==> src/rtl/whac_pkg.sv <==
// Shared definitions for the Whac-A-Mole round sequencer.
// Contents:
//   state_t           - round sequencer states (IDLE, GAP, UP, OVER)
//   DEFAULT_NUM_HOLES - default hole / switch / LED count
//   LFSR_WIDTH        - width of the pattern LFSR
//   LFSR_TAPS         - feedback tap mask (taps 24,23,22,17 in 1-based numbering)
//   lfsr_next()       - one Fibonacci LFSR step
package whac_pkg;

    typedef enum logic [1:0] {
        IDLE = 2'd0,
        GAP  = 2'd1,
        UP   = 2'd2,
        OVER = 2'd3
    } state_t;

    localparam int DEFAULT_NUM_HOLES = 18;
    localparam int LFSR_WIDTH        = 24;
    localparam logic [LFSR_WIDTH-1:0] LFSR_TAPS = 24'hE1_0000;

    // Shift left and feed the XOR of the tapped bits into bit 0.
    function automatic logic [LFSR_WIDTH-1:0] lfsr_next(input logic [LFSR_WIDTH-1:0] cur);
        return {cur[LFSR_WIDTH-2:0], ^(cur & LFSR_TAPS)};
    endfunction

endpackage

==> src/rtl/mole_round_controller_ms_timer.sv <==
// Millisecond interval timer: a prescaler producing a 1 ms tick and a 16-bit
// ms down-counter.
// Ports:
//   clk        in  - system clock
//   reset      in  - asynchronous active-high reset
//   load       in  - clear the prescaler and load the ms counter
//   load_value in  - interval length in ms (0 never expires)
//   expired    out - one-cycle pulse in the last clock cycle of the interval
module ms_timer #(
    parameter int CLKS_PER_MS = 50_000
) (
    input  logic        clk,
    input  logic        reset,
    input  logic        load,
    input  logic [15:0] load_value,
    output logic        expired
);

    localparam int PW = (CLKS_PER_MS > 1) ? $clog2(CLKS_PER_MS) : 1;
    localparam logic [PW-1:0] PRESC_MAX = PW'(CLKS_PER_MS - 1);

    logic [PW-1:0] presc_r;
    logic [15:0]   ms_r;
    logic          tick_s;

    assign tick_s = (presc_r == PRESC_MAX);

    // Expiry is decoded from the registers so that the owner can change state
    // on the very edge that ends the interval, giving exact cycle counts.
    assign expired = tick_s && (ms_r == 16'd1);

    // Prescaler and ms down-counter; load restarts both from a clean boundary.
    always_ff @(posedge clk or posedge reset) begin
        if (reset) begin
            presc_r <= '0;
            ms_r    <= 16'd0;
        end else if (load) begin
            presc_r <= '0;
            ms_r    <= load_value;
        end else if (tick_s) begin
            presc_r <= '0;
            if (ms_r != 16'd0) begin
                ms_r <= ms_r - 16'd1;
            end else begin
                ms_r <= ms_r;
            end
        end else begin
            presc_r <= presc_r + {{(PW-1){1'b0}}, 1'b1};
            ms_r    <= ms_r;
        end
    end

endmodule

==> src/rtl/mole_round_controller.sv <==
// Round sequencer for Whac-A-Mole: game FSM, pseudo-random mole patterns,
// mole-up / inter-round timing, lives and level bookkeeping.
// Ports:
//   clk              in  - system clock
//   reset            in  - asynchronous active-high reset
//   start            in  - start/restart pulse (honoured in IDLE and OVER only)
//   miss             in  - miss indication from hit_logic (level or pulse)
//   full_clear_hit   in  - all current moles hit
//   mole_positions   out - active mole mask (nonzero only in UP)
//   game_in_progress out - high in GAP and UP
//   lives            out - remaining lives
//   level            out - rounds fully cleared, saturating at 31
//   game_over        out - high in OVER
// All outputs are registered. NUM_HOLES must be 2..18 so that the pattern
// slice lfsr[NUM_HOLES+5:6] stays inside the 24-bit LFSR.
module mole_round_controller
    import whac_pkg::*;
#(
    parameter int          NUM_HOLES   = DEFAULT_NUM_HOLES,
    parameter int          CLKS_PER_MS = 50_000,
    parameter int          GAP_MS      = 300,
    parameter int          BASE_UP_MS  = 2000,
    parameter int          MIN_UP_MS   = 400,
    parameter int          STEP_MS     = 100,
    parameter int          MAX_LIVES   = 3,
    parameter logic [23:0] LFSR_SEED   = 24'hACE1B5
) (
    input  logic                 clk,
    input  logic                 reset,
    input  logic                 start,
    input  logic                 miss,
    input  logic                 full_clear_hit,
    output logic [NUM_HOLES-1:0] mole_positions,
    output logic                 game_in_progress,
    output logic [3:0]           lives,
    output logic [4:0]           level,
    output logic                 game_over
);

    localparam logic [15:0] GAP_W     = 16'(GAP_MS);
    localparam logic [15:0] BASE_UP_W = 16'(BASE_UP_MS);
    localparam logic [15:0] MIN_UP_W  = 16'(MIN_UP_MS);
    localparam logic [15:0] STEP_W    = 16'(STEP_MS);
    localparam logic [16:0] SHRINK_LIMIT = {1'b0, MIN_UP_W} + {1'b0, STEP_W};
    localparam logic [3:0]  MAX_LIVES_W  = 4'(MAX_LIVES);

    state_t                  state_r, state_s;
    logic [LFSR_WIDTH-1:0]   lfsr_r;
    logic                    miss_d_r;
    logic [15:0]             window_r, window_s;
    logic [3:0]              lives_s;
    logic [4:0]              level_s;
    logic [NUM_HOLES-1:0]    mole_s, raw_pattern_s, pattern_s;
    logic                    miss_edge_s, lose_life_s, timer_expired_s;
    logic                    load_s, new_game_s;
    logic [15:0]             load_value_s;

    assign miss_edge_s = miss & ~miss_d_r;
    assign new_game_s  = ((state_r == IDLE) || (state_r == OVER)) && (state_s == GAP);

    ms_timer #(
        .CLKS_PER_MS (CLKS_PER_MS)
    ) u_timer (
        .clk        (clk),
        .reset      (reset),
        .load       (load_s),
        .load_value (load_value_s),
        .expired    (timer_expired_s)
    );

    // Sparse pattern (AND of two LFSR slices); never allowed to be empty.
    always_comb begin
        raw_pattern_s = lfsr_r[NUM_HOLES-1:0] & lfsr_r[NUM_HOLES+5:6];
        if (raw_pattern_s == '0) begin
            pattern_s = {{(NUM_HOLES-1){1'b0}}, 1'b1};
        end else begin
            pattern_s = raw_pattern_s;
        end
    end

    // Next state, lives, level, window, mole mask and timer reload.
    always_comb begin
        state_s      = state_r;
        lives_s      = lives;
        level_s      = level;
        window_s     = window_r;
        mole_s       = mole_positions;
        lose_life_s  = 1'b0;
        load_s       = 1'b0;
        load_value_s = 16'd0;

        case (state_r)
            IDLE, OVER: begin
                if (start) begin
                    state_s  = GAP;
                    lives_s  = MAX_LIVES_W;
                    level_s  = 5'd0;
                    window_s = BASE_UP_W;
                end else begin
                    state_s = state_r;
                end
            end
            GAP: begin
                if (timer_expired_s) begin
                    state_s = UP;
                    mole_s  = pattern_s;
                end else begin
                    state_s = GAP;
                end
                lose_life_s = miss_edge_s;
            end
            UP: begin
                // A clear wins over a simultaneous expiry; a miss edge in the
                // same cycle still costs its life.
                if (full_clear_hit) begin
                    state_s     = GAP;
                    lose_life_s = miss_edge_s;
                    if (level == 5'd31) begin
                        level_s = 5'd31;
                    end else begin
                        level_s = level + 5'd1;
                    end
                    if ({1'b0, window_r} >= SHRINK_LIMIT) begin
                        window_s = window_r - STEP_W;
                    end else begin
                        window_s = MIN_UP_W;
                    end
                end else if (timer_expired_s) begin
                    state_s     = GAP;
                    lose_life_s = 1'b1;
                end else begin
                    state_s     = UP;
                    lose_life_s = miss_edge_s;
                end
            end
            default: begin
                state_s = IDLE;
            end
        endcase

        // One life at most per cycle; the last one ends the game.
        if (lose_life_s) begin
            if (lives_s > 4'd1) begin
                lives_s = lives_s - 4'd1;
            end else begin
                lives_s = 4'd0;
                state_s = OVER;
            end
        end else begin
            lives_s = lives_s;
        end

        // Every state entry restarts the timer with that state's interval.
        if (state_s != state_r) begin
            load_s = 1'b1;
            if (state_s == GAP) begin
                load_value_s = GAP_W;
            end else if (state_s == UP) begin
                load_value_s = window_r;
            end else begin
                load_value_s = 16'd0;
            end
        end else begin
            load_s = 1'b0;
        end

        if (state_s != UP) begin
            mole_s = '0;
        end else begin
            mole_s = mole_s;
        end
    end

    // State, LFSR, miss edge history and registered outputs.
    always_ff @(posedge clk or posedge reset) begin
        if (reset) begin
            state_r          <= IDLE;
            lfsr_r           <= LFSR_SEED;
            miss_d_r         <= 1'b0;
            window_r         <= 16'd0;
            lives            <= 4'd0;
            level            <= 5'd0;
            mole_positions   <= '0;
            game_in_progress <= 1'b0;
            game_over        <= 1'b0;
        end else begin
            state_r  <= state_s;
            lfsr_r   <= lfsr_next(lfsr_r);
            // Clearing on a new game makes a miss that is already high count once.
            if (new_game_s) begin
                miss_d_r <= 1'b0;
            end else begin
                miss_d_r <= miss;
            end
            window_r         <= window_s;
            lives            <= lives_s;
            level            <= level_s;
            mole_positions   <= mole_s;
            game_in_progress <= (state_s == GAP) || (state_s == UP);
            game_over        <= (state_s == OVER);
        end
    end

endmodule

==> config.mk <==
export PLATFORM = sky130hd
export DESIGN_NAME = mole_round_controller
export DESIGN_NICKNAME = d
export VERILOG_FILES = /design/src/rtl/whac_pkg.sv /design/src/rtl/mole_round_controller_ms_timer.sv /design/src/rtl/mole_round_controller.sv
export SDC_FILE = /design/constraint.sdc
export NUM_CORES = 1
export LEC_CHECK = 0
export BUFFER_PORTS_ARGS = -buffer_cell sky130_fd_sc_hd__buf_2
export CELL_PAD_IN_SITES_DETAIL_PLACEMENT = 1
export CELL_PAD_IN_SITES_GLOBAL_PLACEMENT = 1
export CORE_MARGIN = 10
export CORE_UTILIZATION = 36
export CTS_BUF_LIST = sky130_fd_sc_hd__clkbuf_16
export CTS_CLUSTER_DIAMETER = 60
export DETAILED_ROUTE_END_ITERATION = 10
export PLACE_DENSITY = 0.75
export SYNTH_ARGS = -nofsm -noshare
export SYNTH_HDL_FRONTEND = slang
export SYNTH_HIERARCHICAL = 1
export SYNTH_SLANG_ARGS = --single-unit
==> constraint.sdc <==
create_clock -name clk -period 12.7 [get_ports clk]
set_clock_uncertainty 0.05 [all_clocks]
set_input_delay 3.81 -clock clk [delete_from_list [all_inputs] [get_ports clk]]
set_output_delay 3.81 -clock clk [all_outputs]
set_load 0.01 [all_outputs]
=== After elaboration in Yosys (flattened, before gate mapping) ===
Cells that the tools add are included.

* Register bits after elaboration: 104
* Bits of input ports: 5
* Output and inout bits: 29
* Logic and storage cells: 87

* Add/sub/neg operators: 5
* $lt $le $gt $ge: 2
* Eq/ne operators: 13
* Multiplexer cells: 36
* Bitwise logic cells: 3
* Reduce and logical (&&, ||, !) cells: 17

{| class="wikitable"
|+ Operators by type and width
! operator !! count
|-
| $mux W16 || 11
|-
| $mux W18 || 4
|-
| $pmux W16 S2 || 1
|-
| $reduce_xor A24 Y1 || 1
|-
| $and A18 B18 Y18 || 1
|-
| $logic_not A18 Y1 || 1
|-
| $add A16 B1 Y16 const B || 1
|-
| $eq A16 B1 Y1 const B || 1
|-
| $eq A16 B16 Y1 const B || 1
|-
| $ge A16 B9 Y1 const B || 1
|-
| $mux W4 || 4
|-
| $reduce_bool A16 Y1 || 1
|-
| $sub A16 B1 Y16 const B || 1
|-
| $sub A16 B7 Y16 const B || 1
|-
| $mux W5 || 3
|-
| $mux W2 || 6
|-
| $pmux W5 S2 || 1
|-
| $reduce_bool A2 Y1 || 5
|-
| $eq A2 B2 Y1 const B || 4
|-
| $ne A2 B2 Y1 const B || 3
|-
| $pmux W2 S3 || 1
|-
| $add A5 B1 Y5 const B || 1
|-
| $eq A5 B5 Y1 const B || 1
|-
| $eq A2 B1 Y1 const B || 2
|-
| 13 further kinds || 19
|}

=== Logic depth before layout (Yosys ltp) ===
* Depth in word-level cells: 12
* Mapped depth: 16
* Mapped depth without buffers: 15

=== Cells and area by module ===
Netlist, hierarchy kept.

{| class="wikitable"
|+ Modules (own cells, without submodules)
! module !! times used !! cells an instance !! area each (um^2) !! seq. area each (um^2)
|-
| mole_round_controller || 1 || 311 || 3382.0 || 1767.9
|-
| ms_timer || 1 || 210 || 1880.6 || 800.8
|}

=== Worst setup path after synthesis ===
Ideal clock, no wire load.

* Path kind: input -> register
* Start point: input port miss
* End point: register u_timer.ms_r[4]
* Library setup time: 0.083 ns
* Arrival: 6.070 ns
* Data required time: 12.567 ns
* Setup slack: 6.497 ns
* Stages: 11
* Buffers on the path: 1
* Cells stage by stage: nor2b_1 and4b_1 nor4_1 nor4_2 nand2_1 inv_1 nand2_1 o21ai_1 clkbuf_1 o21ai_0 o21ai_0

* Elaborated cells on any way between the ends: 16
* Those cells by class: 3 x eq/ne; 9 x mux; 1 x bitwise; 3 x reduce/logical

{| class="wikitable"
|+ RTL lines
! what !! RTL line !! text
|-
| from (decl) || mole_round_controller.sv:31 || <nowiki>input logic miss,</nowiki>
|-
| $and A1 B1 Y1 (*) || mole_round_controller.sv:58 || <nowiki>assign miss_edge_s = miss & ~miss_d_r;</nowiki>
|-
| $mux W1 || mole_round_controller.sv:128 || <nowiki>end else if (timer_expired_s) begin</nowiki>
|-
| $mux W1 || mole_round_controller.sv:115 || <nowiki>if (full_clear_hit) begin</nowiki>
|-
| $pmux W1 S2 (*) || mole_round_controller.sv:92 || <nowiki>case (state_r)</nowiki>
|-
| $mux W2 (*) || mole_round_controller.sv:142 || <nowiki>if (lose_life_s) begin</nowiki>
|-
| $ne A2 B2 Y1 (*) || mole_round_controller.sv:154 || <nowiki>if (state_s != state_r) begin</nowiki>
|-
| $mux W1 (*) || mole_round_controller.sv:154 ||
|-
| named net load_s || mole_round_controller.sv:55 || <nowiki>logic load_s, new_game_s;</nowiki>
|-
| $reduce_bool A2 Y1 (no source line) || -- ||
|-
| $reduce_and A2 Y1 (no source line) || -- ||
|-
| to (signal assigned) || mole_round_controller_ms_timer.sv:43 || <nowiki>ms_r <= ms_r - 16'd1;</nowiki>
|-
| to (signal assigned) || mole_round_controller_ms_timer.sv:45 || <nowiki>ms_r <= ms_r;</nowiki>
|-
| to (signal assigned) || mole_round_controller_ms_timer.sv:49 || <nowiki>ms_r <= ms_r;</nowiki>
|-
| to (decl) || mole_round_controller_ms_timer.sv:23 || <nowiki>logic [15:0] ms_r;</nowiki>
|}

The timed path passes the listed nets; every way through them passes the cells marked *.
A chain may end at the register's enable or synchronous reset.

=== Worst setup path in the final report ===
* Start point: input port miss
* End point: register u_timer.ms_r[9]

Same word-level chain as after synthesis.

==> metrics.txt <==
Sequential Power Share=32.8%; Tot GR Track Use=13.27%; Clock power frac=20.8%; nets@finish=567; Pint=0.7065 mW; origin of the worst setup path=miss; Final Util=40.85%; Setup Fix Bufs, Post-CTS=0; root buffer cell=clkbuf_16; Seq cells post-synth=102; FF-to-FF Start=u_timer/presc_r[10]$_DFF_PP0_; Worst-Skew Late Latency=360 ps; synth warn=6; CTS tree=built; vias=4,135; clock buffer depth=2; M1 GR Usage=16.76%; H-tree Lvls=3; minimum clock period=7797 ps; worst hold path class=reg -> reg; Area growth syn-to-layout=11.96%; Synth cell types=72; period utilization=61.39%; CP required=12,890 ps; worst setup margin=4903 ps; Core Area=14,420 um2; final setup TNS=0 ps; Layout Cells excl Fill=741; drt via density=5.580; first-pass GRT wire length=22,040 um; post_cts resized=0; most area-hungry cell type in the Yosys netlist=dfrtp_1; DIE HEIGHT=140.9 um; Top-Level Pins=34; Mean Syn Cell Area=10.10 um2; vias in the first global route=4,268; DRC viols=0; main flop type after synthesis=dfrtp_1; clk sinks=102; combinational cell fraction of total power=46.4%; fmax=128.3 MHz; Synth top area share=42.32%; Leak Pwr=2.615 nW; busiest grt layer=met2; RSZ-0062 raised after global routing=no; Final ANT Viol Nets=0; hold endpoint=lfsr_r[5]$_DFF_PP1_; cells on worst reg2reg path=13; pre-CTS setup slack=4569 ps; R2R setup slack=6280 ps; Initial DRC Count=245; Die W=140.9 um; GR Util met3=2.889%; Critical Path Fanout Max=30; hold slack=324.9 ps; # rows=44; final hold viol count=0; slew margin rel.=38.55%; WL final=12,960 um; WL/cell=17.49 um; n_diodes=0; reg2reg end=u_timer/ms_r[9]$_DFFE_PP0P_; hold depth=0; Post-synth EDFFs=0; Inst Count DP=725; async set-or-reset flop fraction in the synthesized netlist=100.0%; input/output buffers=33; total power=1.306 mW; Finished Cell Area=5892 um2; slew of the pin with the lowest slew margin=919.5 ps; top cells by area, synth=dfrtp_1, dfstp_2, o21ai_0, nand2_1, xor2_1; Arrival @ worst endpoint=7980 ps; Final Wtd Congestion=0.8463; status=finished clean; max_cap viols=0; CTS clk-pin slew, worst paths=80 ps; total power per unit cell area=221.6 nW/um2; Gate Count Post-Synth=521; crit start category=input pin; initial antenna violation count=0; DRT Pass-1 Iters=4; crit path capture type=flip-flop; TritonCTS Buffers=9; sequential area share after synthesis=48.81%; largest net degree at the start of global routing=71; Post-DP Area=5599 um2; die area=19,850 um2; Hold Buf Count CTS=0; count of final setup violators=0; Syn Std Cell Area=5263 um2; beginning of the worst hold path=lfsr_r[4]$_DFF_PP1_; critical path start-end classification=in -> reg; grt ovf=0; met2 capacity usage during global routing=21.70%; Sw Share=45.90%; Slew Limit Fails=0; share of post-route cells with drive strength above 1=17.24%; Peak VDD IR=0.1007 mV; Detailed Place HPWL=9243 um; Starting Density=36.49%; NetSw=0.5993 mW
## synth_stat cells, types with 9 or more instances
master and n:
dfrtp_1 89, o21ai_0 45, nand2_1 43, nor2_1 37, nand3_1 21, and3_1 19, inv_1 19, nor3_1 19
a21oi_1 18, xor2_1 18, clkbuf_1 13, dfstp_2 13, ha_1 10, mux2_1 10, nand4_1 10, mux2_2 9
## how the worst max path moves through the flow
stage	end	slack, ps	cells after the start
6_report	u_timer/ms_r[9]$_DFFE_PP0P_	4900	11
5_1_grt	u_timer/ms_r[9]$_DFFE_PP0P_	4460	11
4_1_cts	u_timer/ms_r[9]$_DFFE_PP0P_	4980	11
3_5_place_dp	u_timer/ms_r[9]$_DFFE_PP0P_	4570	11
3_3_place_gp	u_timer/ms_r[9]$_DFFE_PP0P_	4900	11
2_1_floorplan	u_timer/ms_r[4]$_DFFE_PP0P_	6500	11
## critical path, cell delays in order
cell,delay (ps)
buf_2,90
nor2b_1,350
and4b_1,330
nor4_1,90
nor4_2,630
nand2_1,730
inv_1,650
nand2_1,250
o21ai_1,700
mux2i_1,270
nor3_1,80
## metal layers
layer	wire [um]	vias up
met3	377	18
met2	6385	59
li1	-	1965
met5	0	-
met1	5988	2093
met4	206	0
## registers in the layout, summed over array words and instances (netlist names), 2 cells and up
signal / count
lfsr_r: 24
u_timer/presc_r: 16
level: 5
window_r: 14
u_timer/ms_r: 16
mole_positions: 18
state_r: 2
lives: 4
## cell type report
class	count	area (um2)
Clock buffer	9	225.2
Inverter	21	78.83
Clock inverter	7	67.56
Sequential cell	102	2569
Fill cell	1679	8532
Tap cell	184	230.2
Multi-Input combinational cell	383	2541
Timing Repair Buffer	35	180.2
## cells by family after synthesis
group                    count (synthesis)  synth area share, %
AND/OR/NAND/NOR                        208                21.95
AO/OA/AOI/OAI                          115                14.86
flip-flops                             102                48.81
buffers and inverters                   37                2.972
XOR/XNOR                                26                4.327
multiplexers                            22                4.636
adder cells (fa/ha/maj)                 10                2.378
other                                    1              0.07126
## power groups by stage
stage | combinational, mW | clock (mW) | sequential [mW]
2_1_floorplan | 0.480 | 0 | 0.418
6_report | 0.606 | 0.271 | 0.429
3_5_place_dp | 0.604 | 0 | 0.432
4_1_cts | 0.605 | 0.280 | 0.428
3_3_place_gp | 0.574 | 0 | 0.428
5_1_grt | 0.675 | 0.293 | 0.437
## cells in the final DEF, fill, tap and decap left out, types with 3 or more instances in the layout
master / n
ha_1: 10
clkbuf_16: 9
or3_1: 8
a31oi_1: 4
mux2i_1: 3
inv_1: 19
a21oi_1: 18
or2_2: 3
xnor2_1: 8
nor2b_1: 6
nand4_1: 10
buf_2: 33
nor4_1: 8
o211ai_1: 6
dfrtp_1: 89
xor2_1: 18
and2_1: 8
nor3_1: 19
a22o_1: 3
dfstp_2: 13
o21ai_0: 45
and3_1: 19
o21a_1: 4
mux2_1: 10
nand3_1: 21
mux2_2: 9
nor2_1: 37
nand2_1: 43
inv_2: 3
nand2b_1: 5
a22oi_1: 6
Note: power is estimated with default switching activity, not from simulation.
